[config.mk]
export PLATFORM = sky130hd
export DESIGN_NAME = keypad_scan_debounce
export DESIGN_NICKNAME = d
export VERILOG_FILES = /design/src/rtl/vm_keypad_pkg.sv /design/src/rtl/tick_edge_sync.sv /design/src/rtl/keypad_scan_debounce.sv
export SDC_FILE = /design/constraint.sdc
export NUM_CORES = 1
export LEC_CHECK = 0
export CAP_MARGIN = 25
export CORE_MARGIN = 3
export CORE_UTILIZATION = 40
export DETAILED_ROUTE_END_ITERATION = 8
export PLACE_DENSITY_LB_ADDON = 0.12
export SETUP_SLACK_MARGIN = 0.02
export SYNTH_ARGS = -nofsm -noshare
export SYNTH_HDL_FRONTEND = slang
export SYNTH_SLANG_ARGS = --single-unit
[constraint.sdc]
create_clock -name clk_50Mhz -period 4.5 [get_ports clk_50Mhz]
set_input_delay 0.675 -clock clk_50Mhz [delete_from_list [all_inputs] [get_ports clk_50Mhz]]
set_output_delay 0.675 -clock clk_50Mhz [all_outputs]
set_load 0.01 [all_outputs]
[src/rtl/vm_keypad_pkg.sv]
// Shared types and constants for the vending-machine 4x4 keypad scanner.
// Holds the FSM state encoding, the keypad geometry and the row-drive helpers.
package vm_keypad_pkg;

    localparam int unsigned NUM_ROWS   = 4;
    localparam int unsigned NUM_COLS   = 4;
    localparam int unsigned KEY_CODE_W = 4;
    localparam int unsigned ROW_IDX_W  = 2;
    localparam int unsigned COL_IDX_W  = 2;
    localparam int unsigned CNT_W      = 8;

    // Row 0 driven low out of reset
    localparam logic [NUM_ROWS-1:0] ROW_DRIVE_RST = 4'b1110;

    typedef enum logic [1:0] {
        SCAN     = 2'd0,
        DEBOUNCE = 2'd1,
        HELD     = 2'd2,
        RELEASE  = 2'd3
    } kp_state_e;

    // Active-low one-hot row drive for a given row index
    function automatic logic [NUM_ROWS-1:0] row_drive(input logic [ROW_IDX_W-1:0] idx);
        return ~(NUM_ROWS'(1) << idx);
    endfunction

    // Index of the lowest-numbered column pulled low (0 if none)
    function automatic logic [COL_IDX_W-1:0] lowest_low_col(input logic [NUM_COLS-1:0] cols_n);
        logic [COL_IDX_W-1:0] idx;
        logic                 found;
        idx   = '0;
        found = 1'b0;
        for (int unsigned i = 0; i < NUM_COLS; i++) begin
            if (!found && !cols_n[i]) begin
                idx   = COL_IDX_W'(i);
                found = 1'b1;
            end
        end
        return idx;
    endfunction

endpackage

[src/rtl/tick_edge_sync.sv]
// Two-flop synchronizer for a slow data-rate square wave followed by a
// rising-edge detector; tick is a single clk-cycle pulse per input period.
module tick_edge_sync (
    input  logic clk,
    input  logic rst_n,
    input  logic async_in,
    output logic tick
);

    logic meta_q;
    logic sync_q;
    logic sync_dly_q;

    // Synchronize the divider output and keep one cycle of history
    always_ff @(posedge clk or negedge rst_n) begin
        if (!rst_n) begin
            meta_q     <= 1'b0;
            sync_q     <= 1'b0;
            sync_dly_q <= 1'b0;
        end else begin
            meta_q     <= async_in;
            sync_q     <= meta_q;
            sync_dly_q <= sync_q;
        end
    end

    assign tick = sync_q & ~sync_dly_q;

endmodule

[src/rtl/keypad_scan_debounce.sv]
// 4x4 keypad row scanner with press/release debounce, timed by ticks derived
// from the 10 kHz divider output (sampled as data on clk_50Mhz).
// Optional auto-repeat while a key is held: define KEYPAD_REPEAT_EN.
module keypad_scan_debounce
    import vm_keypad_pkg::*;
#(
    parameter int unsigned DEBOUNCE_TICKS = 20,
    parameter int unsigned REPEAT_TICKS   = 5000
) (
    input  logic                  clk_50Mhz,
    input  logic                  rst_n,
    input  logic                  clk_10khz,
    input  logic [NUM_COLS-1:0]   col_in,
    output logic [NUM_ROWS-1:0]   row_out,
    output logic [KEY_CODE_W-1:0] key_code,
    output logic                  key_valid,
    output logic                  key_held
);

    if (DEBOUNCE_TICKS < 1 || DEBOUNCE_TICKS > 255 ||
        REPEAT_TICKS < 1 || REPEAT_TICKS > 65535) begin : g_bad_params
        $error("keypad_scan_debounce: DEBOUNCE_TICKS or REPEAT_TICKS out of range");
    end

    localparam logic [CNT_W-1:0] DB_LIMIT = CNT_W'(DEBOUNCE_TICKS);

    logic tick;

    tick_edge_sync u_tick_sync (
        .clk      (clk_50Mhz),
        .rst_n    (rst_n),
        .async_in (clk_10khz),
        .tick     (tick)
    );

    logic [NUM_COLS-1:0] col_meta_q;
    logic [NUM_COLS-1:0] col_sync_q;

    // Two-flop synchronizer for the asynchronous, pulled-up column lines
    always_ff @(posedge clk_50Mhz or negedge rst_n) begin
        if (!rst_n) begin
            col_meta_q <= '1;
            col_sync_q <= '1;
        end else begin
            col_meta_q <= col_in;
            col_sync_q <= col_meta_q;
        end
    end

    kp_state_e               state_q,    state_d;
    logic [ROW_IDX_W-1:0]    row_idx_q,  row_idx_d;
    logic [ROW_IDX_W-1:0]    cand_row_q, cand_row_d;
    logic [COL_IDX_W-1:0]    cand_col_q, cand_col_d;
    logic [CNT_W-1:0]        cnt_q,      cnt_d;
    logic [CNT_W-1:0]        cnt_inc;
    logic [KEY_CODE_W-1:0]   key_code_q, key_code_d;
    logic                    key_valid_q, key_valid_d;
    logic                    key_held_q, key_held_d;
    logic [NUM_ROWS-1:0]     row_out_q,  row_out_d;
    logic                    cand_low;

`ifdef KEYPAD_REPEAT_EN
    localparam int unsigned RPT_W = 16;
    localparam logic [RPT_W-1:0] RPT_LIMIT = RPT_W'(REPEAT_TICKS);

    logic [RPT_W-1:0] rpt_q, rpt_d, rpt_inc;
`endif

    // Scan/debounce FSM next-state and registered-output computation
    always_comb begin
        state_d     = state_q;
        row_idx_d   = row_idx_q;
        cand_row_d  = cand_row_q;
        cand_col_d  = cand_col_q;
        cnt_d       = cnt_q;
        key_code_d  = key_code_q;
        key_valid_d = 1'b0;
        key_held_d  = key_held_q;
        cand_low    = ~col_sync_q[cand_col_q];
        cnt_inc     = (cnt_q == '1) ? cnt_q : cnt_q + CNT_W'(1);
`ifdef KEYPAD_REPEAT_EN
        rpt_d       = rpt_q;
        rpt_inc     = (rpt_q == '1) ? rpt_q : rpt_q + RPT_W'(1);
`endif

        if (tick) begin
            case (state_q)
                SCAN: begin
                    if (col_sync_q != '1) begin
                        cand_row_d = row_idx_q;
                        cand_col_d = lowest_low_col(col_sync_q);
                        cnt_d      = CNT_W'(1);
                        if (DB_LIMIT <= CNT_W'(1)) begin
                            key_code_d  = {row_idx_q, lowest_low_col(col_sync_q)};
                            key_valid_d = 1'b1;
                            key_held_d  = 1'b1;
                            state_d     = HELD;
`ifdef KEYPAD_REPEAT_EN
                            rpt_d       = '0;
`endif
                        end else begin
                            state_d = DEBOUNCE;
                        end
                    end else begin
                        row_idx_d = row_idx_q + ROW_IDX_W'(1);
                    end
                end

                DEBOUNCE: begin
                    if (cand_low) begin
                        cnt_d = cnt_inc;
                        if (cnt_inc >= DB_LIMIT) begin
                            key_code_d  = {cand_row_q, cand_col_q};
                            key_valid_d = 1'b1;
                            key_held_d  = 1'b1;
                            state_d     = HELD;
`ifdef KEYPAD_REPEAT_EN
                            rpt_d       = '0;
`endif
                        end
                    end else begin
                        cnt_d     = '0;
                        row_idx_d = row_idx_q + ROW_IDX_W'(1);
                        state_d   = SCAN;
                    end
                end

                HELD: begin
                    if (!cand_low) begin
`ifdef KEYPAD_REPEAT_EN
                        rpt_d = '0;
`endif
                        if (DB_LIMIT <= CNT_W'(1)) begin
                            cnt_d      = '0;
                            key_held_d = 1'b0;
                            row_idx_d  = row_idx_q + ROW_IDX_W'(1);
                            state_d    = SCAN;
                        end else begin
                            cnt_d   = CNT_W'(1);
                            state_d = RELEASE;
                        end
                    end
`ifdef KEYPAD_REPEAT_EN
                    else if (rpt_inc >= RPT_LIMIT) begin
                        key_valid_d = 1'b1;
                        rpt_d       = '0;
                    end else begin
                        rpt_d = rpt_inc;
                    end
`endif
                end

                RELEASE: begin
                    if (!cand_low) begin
                        cnt_d = cnt_inc;
                        if (cnt_inc >= DB_LIMIT) begin
                            cnt_d      = '0;
                            key_held_d = 1'b0;
                            row_idx_d  = row_idx_q + ROW_IDX_W'(1);
                            state_d    = SCAN;
                        end
                    end else begin
                        // Release bounce: back to HELD without a new strobe
                        cnt_d   = '0;
                        state_d = HELD;
`ifdef KEYPAD_REPEAT_EN
                        rpt_d   = '0;
`endif
                    end
                end

                default: begin
                    state_d = SCAN;
                end
            endcase
        end

        row_out_d = row_drive(row_idx_d);
    end

    // FSM state, counters and registered outputs
    always_ff @(posedge clk_50Mhz or negedge rst_n) begin
        if (!rst_n) begin
            state_q     <= SCAN;
            row_idx_q   <= '0;
            cand_row_q  <= '0;
            cand_col_q  <= '0;
            cnt_q       <= '0;
            key_code_q  <= '0;
            key_valid_q <= 1'b0;
            key_held_q  <= 1'b0;
            row_out_q   <= ROW_DRIVE_RST;
`ifdef KEYPAD_REPEAT_EN
            rpt_q       <= '0;
`endif
        end else begin
            state_q     <= state_d;
            row_idx_q   <= row_idx_d;
            cand_row_q  <= cand_row_d;
            cand_col_q  <= cand_col_d;
            cnt_q       <= cnt_d;
            key_code_q  <= key_code_d;
            key_valid_q <= key_valid_d;
            key_held_q  <= key_held_d;
            row_out_q   <= row_out_d;
`ifdef KEYPAD_REPEAT_EN
            rpt_q       <= rpt_d;
`endif
        end
    end

    assign row_out   = row_out_q;
    assign key_code  = key_code_q;
    assign key_valid = key_valid_q;
    assign key_held  = key_held_q;

endmodule
# Word level (Yosys, flattened, before mapping)
# Cells that the tools add are included.
# W data, S select, Z words.
[totals] wordCells=98 reg_bits=37 out_inout_bits=10 in_bits=7
[op_classes] addsub=2 reduce_logical=16 bitwise=4 eq_ne=13 order_cmp=2 mux=46 n_shift=1
[ops] cell="$mux W8" n=6
[ops] cell="$pmux W8 S4" n=1
[ops] cell="$mux W2" n=13
[ops] cell="$mux W1" n=22
[ops] cell="$ne A2 B2 Y1 const B" n=6
[ops] cell="$add A8 B1 Y8 const B" n=1
[ops] cell="$eq A8 B8 Y1 const B" n=1
[ops] cell="$ge A8 B5 Y1 const B" n=1
[ops] cell="$pmux W2 S4" n=1
[ops] cell="$logic_not A1 Y1" n=6
[ops] cell="$ne A3 B3 Y1 const B" n=2
[ops] cell="$pmux W2 S3" n=1
[ops] cell="$reduce_and A3 Y1" n=2
[ops] cell="$reduce_and A6 Y1" n=1
[ops] cell="$reduce_and A5 Y1" n=1
[ops] cell="$eq A2 B2 Y1 const B" n=2
[ops] cell="$ne A4 B4 Y1 const B" n=1
[ops] cell="$not A4 Y4" n=1
[ops] cell="$reduce_and A4 Y1" n=1
[ops] cell="$shl A1 B2 Y4 const A" n=1
[ops] cell="$logic_and A1 B1 Y1" n=3
[ops] cell="$lt A2 B3 Y1 const B" n=1
[ops] cell="$add A2 B1 Y2 const B" n=1
[ops] cell="$bmux W1 S2" n=1
[ops] cell="6 further kinds" n=7

# Depth between registers and ports, before layout
[depth] word_depth=19 ltp_mapped=7 mapped_depth_nobuf=6

# By module
# Synthesis repeated with hierarchy kept, for this count alone.
[unflattened] hier_cells=192 area_unflattened_um2=2052.0
[modules_own_cells] mod="keypad_scan_debounce" cells_per_inst=188 instances=1 area_per_inst_um2=1963.1 seq_area_each_um2=864.6
[modules_own_cells] mod="tick_edge_sync" cells_per_inst=4 instances=1 area_per_inst_um2=88.8 seq_area_each_um2=75.1

# Worst setup path after synthesis
# No wires, ideal clock.
[synth_path] path_type="register -> register" start="register cand_col_q[0]" end="register row_out_q[3] (netlist: row_out[3])" required_ns=4.423 setup_ns=0.077 synth_period_minus_slack_ns=2.172 path_slack_ns=2.328 stages_incl_launch_ff=6 n_path_buf=1 arrival_ns=2.094 path_cell_list="dfrtp_1 -> mux4_2 -> buf_6 -> mux4_2 -> a221oi_4 -> a21bo_1"
[synth_via] elab_chain_cells=7 word_cells_on_any_way=8 cone_classes="shift (1); mux (6); bitwise (1)"
[synth_rtl] item="start, declared" line_no="keypad_scan_debounce.sv:53" text="logic [COL_IDX_W-1:0] cand_col_q, cand_col_d;"
[synth_rtl] item="start signal, assigned" line_no="keypad_scan_debounce.sv:200" text="cand_col_q <= cand_col_d;"
[synth_rtl] item="$bmux W1 S2 (*)" line_no="keypad_scan_debounce.sv:79" text="cand_low = ~col_sync_q[cand_col_q];"
[synth_rtl] item="$mux W1 (not written as such) (*)" line_no="keypad_scan_debounce.sv:79"
[synth_rtl] item="$mux W2 (on tied branches)" line_no="keypad_scan_debounce.sv:154, keypad_scan_debounce.sv:110"
[synth_rtl] item="$pmux W2 S3 (*)" line_no="keypad_scan_debounce.sv:87" text="case (state_q)"
[synth_rtl] item="$mux W2 (*)" line_no="keypad_scan_debounce.sv:86" text="if (tick) begin"
[synth_rtl] item="net row_idx_d[0]" line_no="keypad_scan_debounce.sv:51" text="logic [ROW_IDX_W-1:0] row_idx_q, row_idx_d;"
[synth_rtl] item="$shl A1 B2 Y4 (*)" line_no="vm_keypad_pkg.sv:24" text="return ~(NUM_ROWS'(1) << idx);"
[synth_rtl] item="$not A4 Y4 (*)" line_no="vm_keypad_pkg.sv:24"
[synth_rtl] item="net row_out_d[3]" line_no="keypad_scan_debounce.sv:59" text="logic [NUM_ROWS-1:0] row_out_q, row_out_d;"
[synth_rtl] item="end signal, assigned" line_no="keypad_scan_debounce.sv:205" text="row_out_q <= row_out_d;"
[synth_rtl] item="end, declared" line_no="keypad_scan_debounce.sv:59"
# Mark *: on every way through the listed nets, which the timed path passes. The rest lies on a longest branch. The select of a mux whose other input is x is not followed.
# A chain may end at the register's enable or synchronous reset.

# Final worst setup path
[layout_path] start="register cnt_q[0]" end="register key_code_q[3] (netlist: key_code[3])"
[layout_via] elab_chain_cells=4 word_cells_on_any_way=5 cone_classes="add/sub (1); order compare (1); eq/ne (1); mux (1); reduce/logical (1)"
[layout_rtl] item="start, declared" line_no="keypad_scan_debounce.sv:54" text="logic [CNT_W-1:0] cnt_q, cnt_d;"
[layout_rtl] item="start signal, assigned" line_no="keypad_scan_debounce.sv:201" text="cnt_q <= cnt_d;"
[layout_rtl] item="$add A8 B1 Y8 or $eq A8 B8 Y1 (tied branches)" line_no="keypad_scan_debounce.sv:80" text="cnt_inc = (cnt_q == '1) ? cnt_q : cnt_q + CNT_W'(1);"
[layout_rtl] item="$mux W8 (*)" line_no="keypad_scan_debounce.sv:80"
[layout_rtl] item="$ge A8 B5 Y1 (*)" line_no="keypad_scan_debounce.sv:112" text="if (cnt_inc >= DB_LIMIT) begin"
[layout_rtl] item="$reduce_and A4 Y1 (no source line) (*)"
[layout_rtl] item="end signal, assigned" line_no="keypad_scan_debounce.sv:202" text="key_code_q <= key_code_d;"
[layout_rtl] item="end, declared" line_no="keypad_scan_debounce.sv:56" text="logic [KEY_CODE_W-1:0] key_code_q, key_code_d;"
# Mark *: on every way between the ends. The rest lies on a longest branch, timed or not.

==> flow_metrics.tcl <==
set metrics [dict create \
    ys_top_cells_by_area "dfrtp_1, dfstp_2, mux2_2" \
    hold_viol_final 0 \
    synthToLayoutAreaGrowth_pct 15.2 \
    globalRouteOverflowTotal 0 \
    cts-resized-gates 0 \
    initialDrtViolationCount 175 \
    cts_buffer_count 5 \
    clkLatencyLatePin_ns 0.28 \
    post_synth_num_cell_types 50 \
    synth-seq-cells 37 \
    worst_clock_skew_ns 0.00628 \
    wl_mm 4.25 \
    fin_crit_ns 2.71 \
    r2r_setup_slack_ns 1.79 \
    leading_register_cell_type_out_of_synthesis "dfrtp_1" \
    antenna_violating_nets_left 0 \
    critical-path-slowest-cell "o311ai_0" \
    crit_family "compound AO/OA/AOI/OAI gates" \
    grt_setup_unrepaired "no" \
    average_vias_per_placed_instance 5.99 \
    post_synth_inst_count 186 \
    post_route_cells_drive_above_1_share_pct 17.5 \
    outcome "completed" \
    die-height_um 75.3 \
    io_buffer_count 16 \
    cts_max_path_buffers 2 \
    core_area_mm2 0.00450 \
    cts_hold_buffers 0 \
    yosys.area.top_type_share_pct 33.8 \
    first_pass_iters 4 \
    route.detailed.wl_per_inst_um 16.9 \
    worstRegToRegCells 6 \
    critical_path_buf_inv_count 0 \
    io-pin-count 17 \
    critical_path.max_stage_delay_ns 0.62 \
    synth.cells.most_frequent "dfrtp_1, nand2_1, a21oi_1" \
    grt_start_max_net_pins 38 \
    p_per_area_mw_per_mm2 436 \
    cp_launch_type "register" \
    antenna_found_initial 0 \
    power.static_leakage_nw 0.878 \
    worstReg2RegStart "cnt_q[0]" \
    maxClockFrequency_mhz 369 \
    crit_required_ns 4.67 \
    timing.max_cap.violations 0 \
    num_rows 24 \
    synthesis.yosys.warnings 0 \
    dieArea_mm2 0.00568 \
    holdCritPathClass "reg2reg" \
    worst_ir_drop_vdd_mv 0.230 \
    cts_tree "done" \
    h-tree-depth 2 \
    ctsRootBufferMaster "clkbuf_8" \
    clk_pin_slew_worst_paths_ns 0.08 \
    die_w_um 75.3 \
    setup_slack_of_the_critical_path_after_layout_ns 1.79 \
    worstSetupPathType "reg2reg" \
    asyncSetResetFlopFracSynth_pct 100 \
    cp_data_arrival_time_ns 2.88 \
    number_of_flops_mapped_to_enable_cells_by_yosys 0 \
    share_of_the_clock_period_used_by_the_worst_path_pct 60.2 \
    grt_first_pass_wirelength_mm 7.27 \
    routabilityCongestion 0.885 \
    yosysSeqAreaShare_pct 48.9 \
    yosys.cell_count.top_type "dfrtp_1" \
    hold_path_startpoint "u_tick_sync.meta_q" \
    synth.cell_area_mm2 0.00192 \
    post_synth.cell_area_avg_um2 10.3 \
    crit_start "cnt_q[0]" \
    grt_pass1_vias 1424 \
    synth_fp_nets 194 \
    maxSlewHeadroom_pct 39.5 \
    cts_post_setup_buffers_inserted 0 \
    crit_path_cell_trace "ha_1 -> nand2_1 -> o311ai_0 -> a211oi_2 -> nor2_1 -> mux2_2" \
    hold_path_end "u_tick_sync.sync_q" \
    path_max_fanout 13 \
    antenna-diode-count 0 \
    setup_total_negative_slack_ns 0 \
    cts.sink_count 37 \
    hold-path-cell-count 0 \
    pins_over_their_slew_limit 0 \
    total_via_count_after_detailed_routing 1510 \
    placement.setup.worst_slack_ns 1.80 \
    synth_area_leader_cell "dfrtp_1" \
    critPathCaptureType "register" \
    groute.usage.overall_pct 16.9 \
    starting_density_of_the_core_pct 42.7 \
    rr_endpoint "key_code[3]" \
    drt_drc_violations_left 0 \
    finish.net_count 207 \
    tightestPinTransition_ns 0.905 \
    post-dp-hpwl_mm 3.05 \
    setup-violations-final 0 \
]
## logic make-up after synthesis
kind of cell	Yosys count	share of synthesized area (%)
buf+inv	13	2.99
mux	13	8.59
flops	37	48.9
fa+ha+maj	1	0.651
compound gates	53	20.2
simple gates	69	18.7
## flip-flops by register name, indices dropped and copies added (netlist names), named ones only
register                flops
row_idx_q                   2
row_out                     4
cnt_q                       8
u_tick_sync.sync_q          1
u_tick_sync.meta_q          1
key_valid                   1
cand_col_q                  2
key_code                    4
u_tick_sync.sync_dly_q      1
col_sync_q                  4
state_q                     1
key_held                    1
cand_row_q                  2
col_meta_q                  4
## area by class of cell
type,instances,area [um^2]
flip-flops and latches,37,940
repair buffers,17,168
well taps,52,65.1
clock buffers,7,96.3
clock inverters,1,8.76
fillers,439,2290
inverters,2,7.51
multi-input cells,136,931
## worst reg2reg max path: stages, from the launching register on
cell and delay (ns):
dfrtp_1 0.45, ha_1 0.30, nand2_1 0.14, o311ai_0 0.62, a211oi_2 0.27, nor2_1 0.43
mux2_2 0.39
## cells in the final DEF, fill, tap and decap left out, types with 4 or more instances in the layout
cell type,Yosys,layout
a21oi_1,12,12
a31oi_1,9,9
clkbuf_8,0,7
clkdlybuf4s50_1,0,15
dfrtp_1,26,26
dfstp_2,11,11
mux2_2,8,8
nand2_1,20,20
nand3_1,5,5
nand3b_1,4,4
nand4_1,7,7
nor2_1,11,11
o21ai_0,4,4
## report_power, final
group / total (W) / switching [W] / internal (W)
registers: 0.000458 / 0.0000619 / 0.000396
clock network: 0.000261 / 0.000120 / 0.000141
logic: 0.000248 / 0.000128 / 0.000120
## layer usage
layer | vias up | share of wire [%] | global-route usage (%)
met5 | - | 0 | 0
met4 | 0 | 0.92 | 4.08
met3 | 6 | 4.5 | 3.69
met2 | 38 | 45 | 23.8
met1 | 733 | 50 | 26.3
li1 | 733 | - | -
## how the worst max path moves through the flow
stage	to	slack, ns	depth (start not counted)
final	key_code[3]	1.79	6
after global routing	key_code[3]	1.58	6
after CTS	key_code[0]	1.80	6
after detailed placement	key_code[3]	1.80	6
after global placement	key_code[0]	1.92	6
after floorplan	row_out[3]	2.33	5
## through the flow
stage                     util (%)  area, um^2  cells  power (W)  hold slack (ns)
after floorplan                  -        1920    186   0.000636            0.331
after global placement        46.6        2100    243   0.000710            0.348
after detailed placement      46.6        2100    243   0.000711            0.336
after CTS                     48.9        2200    251   0.000979            0.354
after global routing          49.2        2220    252    0.00103            0.362
final                         49.2        2220    252   0.000967            0.350
No activity file was read; power rests on OpenSTA's default activity.
